==> config.mk <==
export PLATFORM = sky130hd
export DESIGN_NAME = pipeline_controller
export DESIGN_NICKNAME = d
export VERILOG_FILES = /design/src/rtl/pipeline_controller.sv
export SDC_FILE = /design/constraint.sdc
export NUM_CORES = 1
export LEC_CHECK = 0
export ABC_AREA = 1
export BUFFER_PORTS_ARGS = -buffer_cell sky130_fd_sc_hd__buf_2
export CAP_MARGIN = 15
export CORE_MARGIN = 2
export CORE_UTILIZATION = 53
export DETAILED_ROUTE_END_ITERATION = 8
export GPL_TIMING_DRIVEN = 0
export PLACE_DENSITY = 0.78
export SYNTH_ARGS = -nofsm -noshare
export SYNTH_HDL_FRONTEND = slang
export SYNTH_SLANG_ARGS = --single-unit
==> constraint.sdc <==
create_clock -name clk -period 1.79 [get_ports clk]
set_input_delay 0.358 -clock clk [delete_from_list [all_inputs] [get_ports clk]]
set_output_delay 0.358 -clock clk [all_outputs]
set_load 0.05 [all_outputs]
==> src/rtl/pipeline_controller.sv <==
// Hazard unit for a 5-stage pipeline: operand forwarding, load-use interlock,
// branch flush, and data-memory wait handling with a timeout error state.
module pipeline_controller #(
    parameter int TIMEOUT = 15
) (
    input  logic        clk,
    input  logic        reset,
    input  logic [4:0]  rs1D,
    input  logic [4:0]  rs2D,
    input  logic [4:0]  rs1E,
    input  logic [4:0]  rs2E,
    input  logic [4:0]  rdE,
    input  logic [4:0]  rdM,
    input  logic [4:0]  rdW,
    input  logic        reg_writeM,
    input  logic        reg_writeW,
    input  logic        load_e,
    input  logic        pc_srcE,
    input  logic        mem_accessM,
    input  logic        dmem_ready,
    output logic [1:0]  forward_ae,
    output logic [1:0]  forward_be,
    output logic        stall_f,
    output logic        stall_d,
    output logic        stall_e,
    output logic        stall_m,
    output logic        flush_d,
    output logic        flush_e,
    output logic        flush_w,
    output logic        mem_error,
    output logic [31:0] stall_count
);

    typedef enum logic [1:0] {RUN, MEM_WAIT, ERROR} state_t;

    localparam logic [4:0] TIMEOUT_CNT = TIMEOUT[4:0];

    state_t     state, state_next, state_eff;
    logic [4:0] wait_cnt, wait_cnt_next;
    logic       lw_stall, mem_stall;

    // Memory-stage result wins over writeback when both hold the register.
    function automatic logic [1:0] fwd_sel(input logic [4:0] rs);
        if (reg_writeM && rdM != 5'd0 && rdM == rs)
            return 2'b10;
        else if (reg_writeW && rdW != 5'd0 && rdW == rs)
            return 2'b01;
        else
            return 2'b00;
    endfunction

    assign forward_ae = fwd_sel(rs1E);
    assign forward_be = fwd_sel(rs2E);

    // Hazard decode sees RUN while reset is held, whatever the register holds.
    assign state_eff = reset ? state : RUN;

    assign lw_stall  = load_e && rdE != 5'd0 && (rdE == rs1D || rdE == rs2D);
    assign mem_stall = (state_eff == RUN && mem_accessM && !dmem_ready)
                    || (state_eff == MEM_WAIT && !dmem_ready)
                    || (state_eff == ERROR);

    always_comb begin
        stall_f = 1'b0;
        stall_d = 1'b0;
        stall_e = 1'b0;
        stall_m = 1'b0;
        flush_d = 1'b0;
        flush_e = 1'b0;
        flush_w = 1'b0;
        if (mem_stall) begin
            stall_f = 1'b1;
            stall_d = 1'b1;
            stall_e = 1'b1;
            stall_m = 1'b1;
            flush_w = 1'b1;
        end else if (pc_srcE) begin
            flush_d = 1'b1;
            flush_e = 1'b1;
        end else if (lw_stall) begin
            stall_f = 1'b1;
            stall_d = 1'b1;
            flush_e = 1'b1;
        end
    end

    always_comb begin
        state_next    = state;
        wait_cnt_next = wait_cnt;
        case (state)
            RUN: begin
                if (mem_accessM && !dmem_ready) begin
                    state_next    = MEM_WAIT;
                    wait_cnt_next = 5'd1;
                end
            end
            MEM_WAIT: begin
                if (dmem_ready) begin
                    state_next    = RUN;
                    wait_cnt_next = 5'd0;
                end else if (wait_cnt == TIMEOUT_CNT) begin
                    state_next = ERROR;
                end else begin
                    wait_cnt_next = wait_cnt + 5'd1;
                end
            end
            ERROR: state_next = ERROR;
            default: begin
                state_next    = RUN;
                wait_cnt_next = 5'd0;
            end
        endcase
    end

    always_ff @(posedge clk) begin
        if (!reset) begin
            state       <= RUN;
            wait_cnt    <= 5'd0;
            mem_error   <= 1'b0;
            stall_count <= 32'd0;
        end else begin
            state    <= state_next;
            wait_cnt <= wait_cnt_next;
            if (state == ERROR)
                mem_error <= 1'b1;
            if (stall_f)
                stall_count <= stall_count + 32'd1;
        end
    end

endmodule
==> impl_metrics.toml, run 1 <==
[logic_synthesis]
syn-instance-count = 486
synth_top_cell_by_area = "dfxtp_1"
synthesis.area_um2 = 3070
synth-seq-cells = 40
ys_async_sr_fraction = 0
synth_commonest_cells = "nand2_1, nor2_1, inv_1"
synth_cell_type_count = 33
synth_edf_count = 0
avgSynthCellArea_um2 = 6.32
synth.top_cell.area_share = 0.261
synth.most_common_cell = "nand2_1"
netlist_top_cells_area = "dfxtp_1, nand2_1, nor2_1"
yosysSeqAreaShare = 0.261
yosys_warnings = 0
ys.flop_type = "dfxtp_1"
syn_nets = 532

[floorplanning]
start_util = 0.554
core_um2 = 5540
die_area_um2 = 6420
die_h_um = 80.1
rows = 27
ioPinCount = 87
fp.dieW_um = 80.1

[timing]
tightest_slew_ns = 0.515
rsz0062_at_grt = "true"
drv_slew = 0
setup_viol = 4
skew_ns = 0.00457
fin_crit_sh = 1.02
hold_viol_final = 0
fmax_mhz = 546
fin_ws_ns = -0.0405
relSlewSlack = 0.654
finalCriticalPeriod_ns = 1.83

[power]
intPower_mw = 1.71
p_comb_frac = 0.415
p_per_area_nw_per_um2 = 746
vdd.ir_drop.worst_uv = 387
power.leakage_nw = 1.89
p_sw_mw = 1.27
finalPower_mw = 2.98
switching_share = 0.425
power_frac_clock = 0.222
p_seq_frac = 0.363

[detailed_routing]
routed_wl_mm = 8.44
first_iter_violations = 152
num_vias = 3393
viasPerCell = 5.13
wl_per_cell_um = 12.8
ant_nets = 0
drc = 0
dr.pass1.iters = 4

[layout]
final_layout_size_suffix_gt1_frac = 0.307
num_antenna_cells = 0
final_nets = 634
area_delta_synth_final_pct = 30.0
fin_util = 0.720

[placed_design]
place_hpwl_mm = 6.35
buffer_ports.inserted = 85
pre_cts_slack_ns = -0.211
place.gp.congestion = 0.884

[setup_path]
end_kind = "output pin"
ff2ff_path_depth = 10
cpPeakStageDelay_ns = 0.41
cpLargestDelayFamily = "simple AND/OR/NAND/NOR gates"
startpoint_type = "flop"
worst_path_max_delay_cell = "dfxtp_1"
worstPathArrival_ns = 1.47
cp.buffers_inverters = 3
crit_cells = 8
crit_required_ns = 1.43
cp_cell_sequence = "nand2_1 > nand2_2 > nand2_4 > nand2_4 > inv_6 > nand2_8 > buf_6 > buf_8"
cp_common_cell = "nand2_4"
critical_path_class = "reg2out"
path_max_fanout = 5

[grt]
grt_antenna_before_repair = 0
grt_max_degree = 13
first_global_vias = 3095
overflow = 0
grt_pass1_wl_mm = 13.7
track_usage = 0.268

[cts]
cts-buffers-inserted = 5
holdBufCountCts = 0
clk_latency_ns = 0.30
root_buffer = "clkbuf_8"
cts_buffer_depth = 2
cts_tree = "yes"
htreeDepth = 2
cts_sinks = 40
cts.reportedPaths.clkPinSlew_ns = 0.08

[run_status]
violations = "negative setup slack"
status = "finished with violations"

[worst_hold_path]
min_path_type = "in2reg"
holdPathStages = 3

[job]
maxCapViolations = 0
## final cells by class
type,instances,area (um^2)
timing repair buffer,96,582
buffer,13,105
inverter,56,218
tap,72,90.1
fill,484,1550
clock buffer,6,82.6
multi-input combinational,376,2100
sequential,40,806
clock inverter,2,10.0
## through the flow
step	setup TNS, ns	instance area (um^2)	hold WS (ns)	cells
6_report	-0.103	3990	0.382	661
5_1_grt	-0.395	3990	0.398	661
4_1_cts	-0.0934	3870	0.376	657
3_5_place_dp	-0.778	3640	0.438	643
3_3_place_gp	-0.671	3640	0.434	643
2_1_floorplan	-0.270	3130	0.462	486
## timing repair
| action | CTS | global route |
|---|---|---|
| pin swaps | 7 | 11 |
| resized for setup | 26 | 24 |
| endpoints found under the setup margin | 11 | 19 |
| setup buffers | 7 | 4 |
## logic make-up after synthesis
| logic type | share of synthesized area |
|---|---|
| buf+inv | 0.104 |
| compound gates | 0.0587 |
| simple gates | 0.462 |
| xor+xnor | 0.103 |
| flops | 0.261 |
| fa+ha+maj | 0.0122 |
## routing by layer
| layer | track usage | share of wire | vias up |
|---|---|---|---|
| li1 | - | - | 1719 |
| met1 | 0.346 | 0.45 | 1564 |
| met2 | 0.458 | 0.48 | 99 |
| met3 | 0.0303 | 0.050 | 11 |
| met4 | 0.0983 | 0.015 | 0 |
| met5 | 0 | 0 | - |
## flip-flops by register name, summed over array words and instances, names as in the netlist
| register | flops |
|---|---|
| state | 2 |
| stall_count | 32 |
| mem_error | 1 |
| wait_cnt | 5 |
## worst min-delay path, stage by stage
cell and delay (ns):
buf_2 0.16, o21ai_0 0.09, a21oi_1 0.05
## power groups by stage
stage | Sequential (mW) | Clock, mW | Combinational [mW]
4_1_cts | 1.07 | 0.663 | 1.18
3_5_place_dp | 1.09 | 0 | 1.11
5_1_grt | 1.10 | 0.691 | 1.34
2_1_floorplan | 1.28 | 0 | 0.631
6_report | 1.08 | 0.662 | 1.24
3_3_place_gp | 1.09 | 0 | 1.08
## layout by cell type, fill, tap and decap left out, types with 9 or more instances in the layout
master   synthesis  routed
buf_4            4      15
nand2_2          9       9
nand4_1          9       9
nand3_1         34      33
inv_1           48      47
buf_6            5       9
nor2_2          11      11
xor2_1          18      18
xnor2_1         18      17
buf_2            3      78
dfxtp_1         40      36
nor2_1          88      85
nand2_1        124     121
a21oi_1         17      17
## path summary, 6_finish.rpt
path	start	endpoint	slack (ns)
worst min-delay path	reset	state[0]$_SDFFE_PN0P_	0.38
worst max-delay path	state[1]$_SDFFE_PN0P_	stall_f	-0.04
worst max register to register	stall_count[0]$_SDFFE_PN0P_	stall_count[22]$_SDFFE_PN0P_	0.15
worst min register to register	mem_error$_SDFFE_PN0P_	mem_error$_SDFFE_PN0P_	0.45
No activity file was read; power rests on OpenSTA's default activity.
==> run 2: changes to the inputs <==
- MAX_ROUTING_LAYER: unset -> met4
==> impl_metrics.toml, run 2 (synthesized netlist as in run 1, its figures left out) <==
[job]
maxCapViolations = 0

[floorplanning]
die_h_um = 80.1
die_area_um2 = 6420
ioPinCount = 87
start_util = 0.554
rows = 27
fp.dieW_um = 80.1
core_um2 = 5540

[timing]
hold_viol_final = 0
fin_ws_ns = -0.0533
drv_slew = 0
finalCriticalPeriod_ns = 1.84
skew_ns = 0.0109
fmax_mhz = 543
relSlewSlack = 0.661
setup_tns_ns = -0.208
rsz0062_at_grt = "true"
setup_viol = 5
fin_crit_sh = 1.03
tightest_slew_ns = 0.504

[run_status]
violations = "negative setup slack"
status = "finished with violations"

[detailed_routing]
dr.pass1.iters = 5
viasPerCell = 5.22
drc = 0
routed_wl_mm = 8.81
num_vias = 3462
first_iter_violations = 269
ant_nets = 0
wl_per_cell_um = 13.3

[layout]
largest_register_ffs = 32
largest-register = "stall_count"
final_common_cell = "nand2_1"
num_antenna_cells = 0
final_nets = 636
area_delta_synth_final_pct = 30.8
top_regs = "stall_count x32, wait_cnt x5, state x2"
fin_util = 0.725
final_cell_mix = "nand2_1, nor2_1, buf_2"
final_layout_size_suffix_gt1_frac = 0.313
fin_area_um2 = 4020

[power]
vdd.ir_drop.worst_uv = 393
p_per_area_nw_per_um2 = 780
power.leakage_nw = 1.89

[placed_design]
place.gp.congestion = 0.888
pre_cts_slack_ns = -0.211
place_area_um2 = 3640
place_hpwl_mm = 6.30
buffer_ports.inserted = 85

[worst_hold_path]
holdPathStages = 3
min_path_type = "in2reg"

[cts]
clk_latency_ns = 0.30
cts_tree = "yes"
root_buffer = "clkbuf_8"
cts_buffer_depth = 2
cts.reportedPaths.clkPinSlew_ns = 0.09
htreeDepth = 2
cts-buffers-inserted = 5
holdBufCountCts = 0
cts_sinks = 40

[grt]
overflow = 0
grt_max_degree = 15
grt_antenna_before_repair = 0
grt_pass1_wl_mm = 14.3
first_global_vias = 3209
track_usage = 0.286

[setup_path]
startpoint_type = "flop"
crit_required_ns = 1.43
path_max_fanout = 5
ff2ff_path_depth = 14
end_kind = "output pin"
worstPathArrival_ns = 1.49
critical_path_class = "reg2out"
-- run 2: area by class of cell --
| cell class | count | area (um^2) |
|---|---|---|
| Clock inverter | 3 | 46.3 |
| Fill cell | 499 | 1520 |
| Buffer | 13 | 109 |
| Inverter | 56 | 215 |
| Multi-Input combinational cell | 376 | 2070 |
| Tap cell | 72 | 90.1 |
| Sequential cell | 40 | 812 |
| Clock buffer | 5 | 68.8 |
| Timing Repair Buffer | 98 | 606 |
-- run 2: worst max-delay path, stage by stage, from the launching register on --
cell and delay, ns:
dfxtp_2 0.34, inv_4 0.08, nor2_4 0.03, nand2_2 0.07, nand2_2 0.06, nand2_4 0.09, nand2_4 0.07, inv_4 0.08
nand2_8 0.08, buf_6 0.13, buf_8 0.14
-- run 2: power by group --
group          internal, mW  switching (mW)
combinational         0.449           0.816
sequential            0.978           0.109
clock                 0.420           0.360
-- run 2: routing by layer --
layer / track usage / part of all wire
met4: 0.0966 / 0.024
met2: 0.491 / 0.48
met5: - / 0
met1: 0.353 / 0.44
met3: 0.0281 / 0.057
-- run 2: what timing repair did --
item | CTS | global route
buffers inserted | 9 | 4
resized for setup | 28 | 27
pin swaps | 8 | 3
endpoints found under the setup margin | 11 | 18
-- run 2: through the flow --
step	power, mW	hold slack, ns	instances
CTS	3.06	0.351	659
floorplan	1.91	0.462	486
global placement	2.17	0.434	643
finish	3.13	0.366	663
global route	3.30	0.396	663
detailed placement	2.20	0.445	643
-- run 2: final timing paths --
check / to / slack, ns / startpoint
setup / recovery: stall_f / -0.05 / state[0]$_SDFFE_PN0P_
hold / removal: state[0]$_SDFFE_PN0P_ / 0.37 / mem_accessM
setup reg to reg: stall_count[12]$_SDFFE_PN0P_ / 0.11 / state[0]$_SDFFE_PN0P_
hold reg to reg: mem_error$_SDFFE_PN0P_ / 0.46 / mem_error$_SDFFE_PN0P_
==> run 3: changes to the inputs <==
- SKIP_CTS_REPAIR_TIMING: unset -> 1
==> impl_metrics.toml, run 3 (synthesized netlist as in run 1, its figures left out) <==
[placed_design]
place_hpwl_mm = 6.30
place.gp.congestion = 0.888
place_area_um2 = 3640
buffer_ports.inserted = 85

[cts]
root_buffer = "clkbuf_8"
cts_tree = "yes"
cts_sinks = 40
cts.reportedPaths.clkPinSlew_ns = 0.09
cts_buffer_depth = 2
clk_latency_ns = 0.31
cts-buffers-inserted = 5
htreeDepth = 2

[job]
maxCapViolations = 0

[grt]
grt_util_met3 = 0.0258
overflow = 0
grt_antenna_before_repair = 0
busiest_layer = "met2"
first_global_vias = 3108
grt_max_degree = 15
grtUsageMet1 = 0.345
use_met2 = 0.463
track_usage = 0.271
grt_pass1_wl_mm = 13.6

[layout]
num_antenna_cells = 0
fin_area_um2 = 3980
largest_register_ffs = 32
multi_input_area_um2 = 2050
largest-register = "stall_count"
final_layout_size_suffix_gt1_frac = 0.303
area_delta_synth_final_pct = 29.6
seqCellArea_um2 = 811
final_common_cell = "nand2_1"
top_regs = "stall_count x32, wait_cnt x5, state x2"
final_cell_mix = "nand2_1, nor2_1, buf_2"
final_nets = 632
fin_util = 0.718
num-fill-cells = 503

[worst_hold_path]
worstHoldStart = "mem_accessM"
holdPathStages = 3
min_path_type = "in2reg"

[timing]
relSlewSlack = 0.661
setup_viol = 6
hold_viol_final = 0
finalCriticalPeriod_ns = 1.91
fin_ws_ns = -0.125
tightest_slew_ns = 0.505
drv_slew = 0
fmax_mhz = 522
fin_crit_sh = 1.07
rsz0062_at_grt = "true"
skew_ns = 0.0111

[floorplanning]
rows = 27
die_h_um = 80.1
ioPinCount = 87
die_area_um2 = 6420
start_util = 0.554
fp.dieW_um = 80.1
core_um2 = 5540

[setup_path]
ff2ff_path_depth = 10
crit_required_ns = 1.43
startpoint_type = "flop"
end_kind = "output pin"
reg2reg_from = "wait_cnt[0]$_SDFFE_PN0P_"
worstPathArrival_ns = 1.56
startpoint = "state[0]$_SDFFE_PN0P_"
path_max_fanout = 8
critical_path_class = "reg2out"

[run_status]
violations = "negative setup slack"
status = "finished with violations"

[detailed_routing]
dr.pass1.iters = 5
wl_per_cell_um = 12.8
first_iter_violations = 224
drc = 0
viasPerCell = 5.09
num_vias = 3356
routed_wl_mm = 8.47
ant_nets = 0

[power]
vdd.ir_drop.worst_uv = 393
p_per_area_nw_per_um2 = 781
finalPower_mw = 3.11
power.leakage_nw = 1.88
==> run 3: cell count changes in the layout (fill, tap and decap cells not counted), sizes merged <==
cell and delta:
buf -4
==> run 3: routing by layer <==
layer,routed length (um),part of all wire,vias up
li1,-,-,1717
met1,3840,0.45,1515
met2,4050,0.48,110
met3,424,0.050,14
met4,153,0.018,0
met5,0,0,-
==> run 3: worst paths after layout <==
kind | endpoint | slack [ns]
worst max-delay path | stall_f | -0.12
worst min-delay path | state[0]$_SDFFE_PN0P_ | 0.36
worst max register to register | wait_cnt[3]$_SDFFE_PN0P_ | 0.12
worst min register to register | mem_error$_SDFFE_PN0P_ | 0.46
==> run 3: area by class of cell <==
type / instances / share of cell area
multi-input cells: 376 / 0.516
clock inverters: 3 / 0.0116
repair buffers: 93 / 0.144
plain buffers: 14 / 0.0305
clock buffers: 5 / 0.0173
flip-flops and latches: 40 / 0.204
well taps: 72 / 0.0226
inverters: 56 / 0.0541
==> run 3: worst max-delay path: stages (launching register included) <==
cell and delay, ns:
dfxtp_2 0.35, inv_4 0.08, nor2_4 0.03, nand2_2 0.06
nand2_2 0.06, nand2_4 0.07, nand2_4 0.06, inv_4 0.07
nand2_4 0.06, buf_12 0.14, buf_6 0.11, buf_8 0.14
==> run 3: report_power, final <==
part / switching (mW) / internal [mW]
sequential: 0.109 / 0.978
combinational: 0.799 / 0.435
clock: 0.365 / 0.420
total: 1.27 / 1.83
==> run 3: through the flow <==
step / hold slack (ns) / worst slack (ns) / setup TNS, ns / cells
detailed placement: 0.445 / -0.211 / -0.781 / 643
finish: 0.357 / -0.125 / -0.370 / 659
floorplan: 0.462 / -0.144 / -0.270 / 486
global route: 0.401 / -0.194 / -0.930 / 659
global placement: 0.434 / -0.190 / -0.674 / 643
CTS: 0.358 / -0.438 / -1.89 / 651
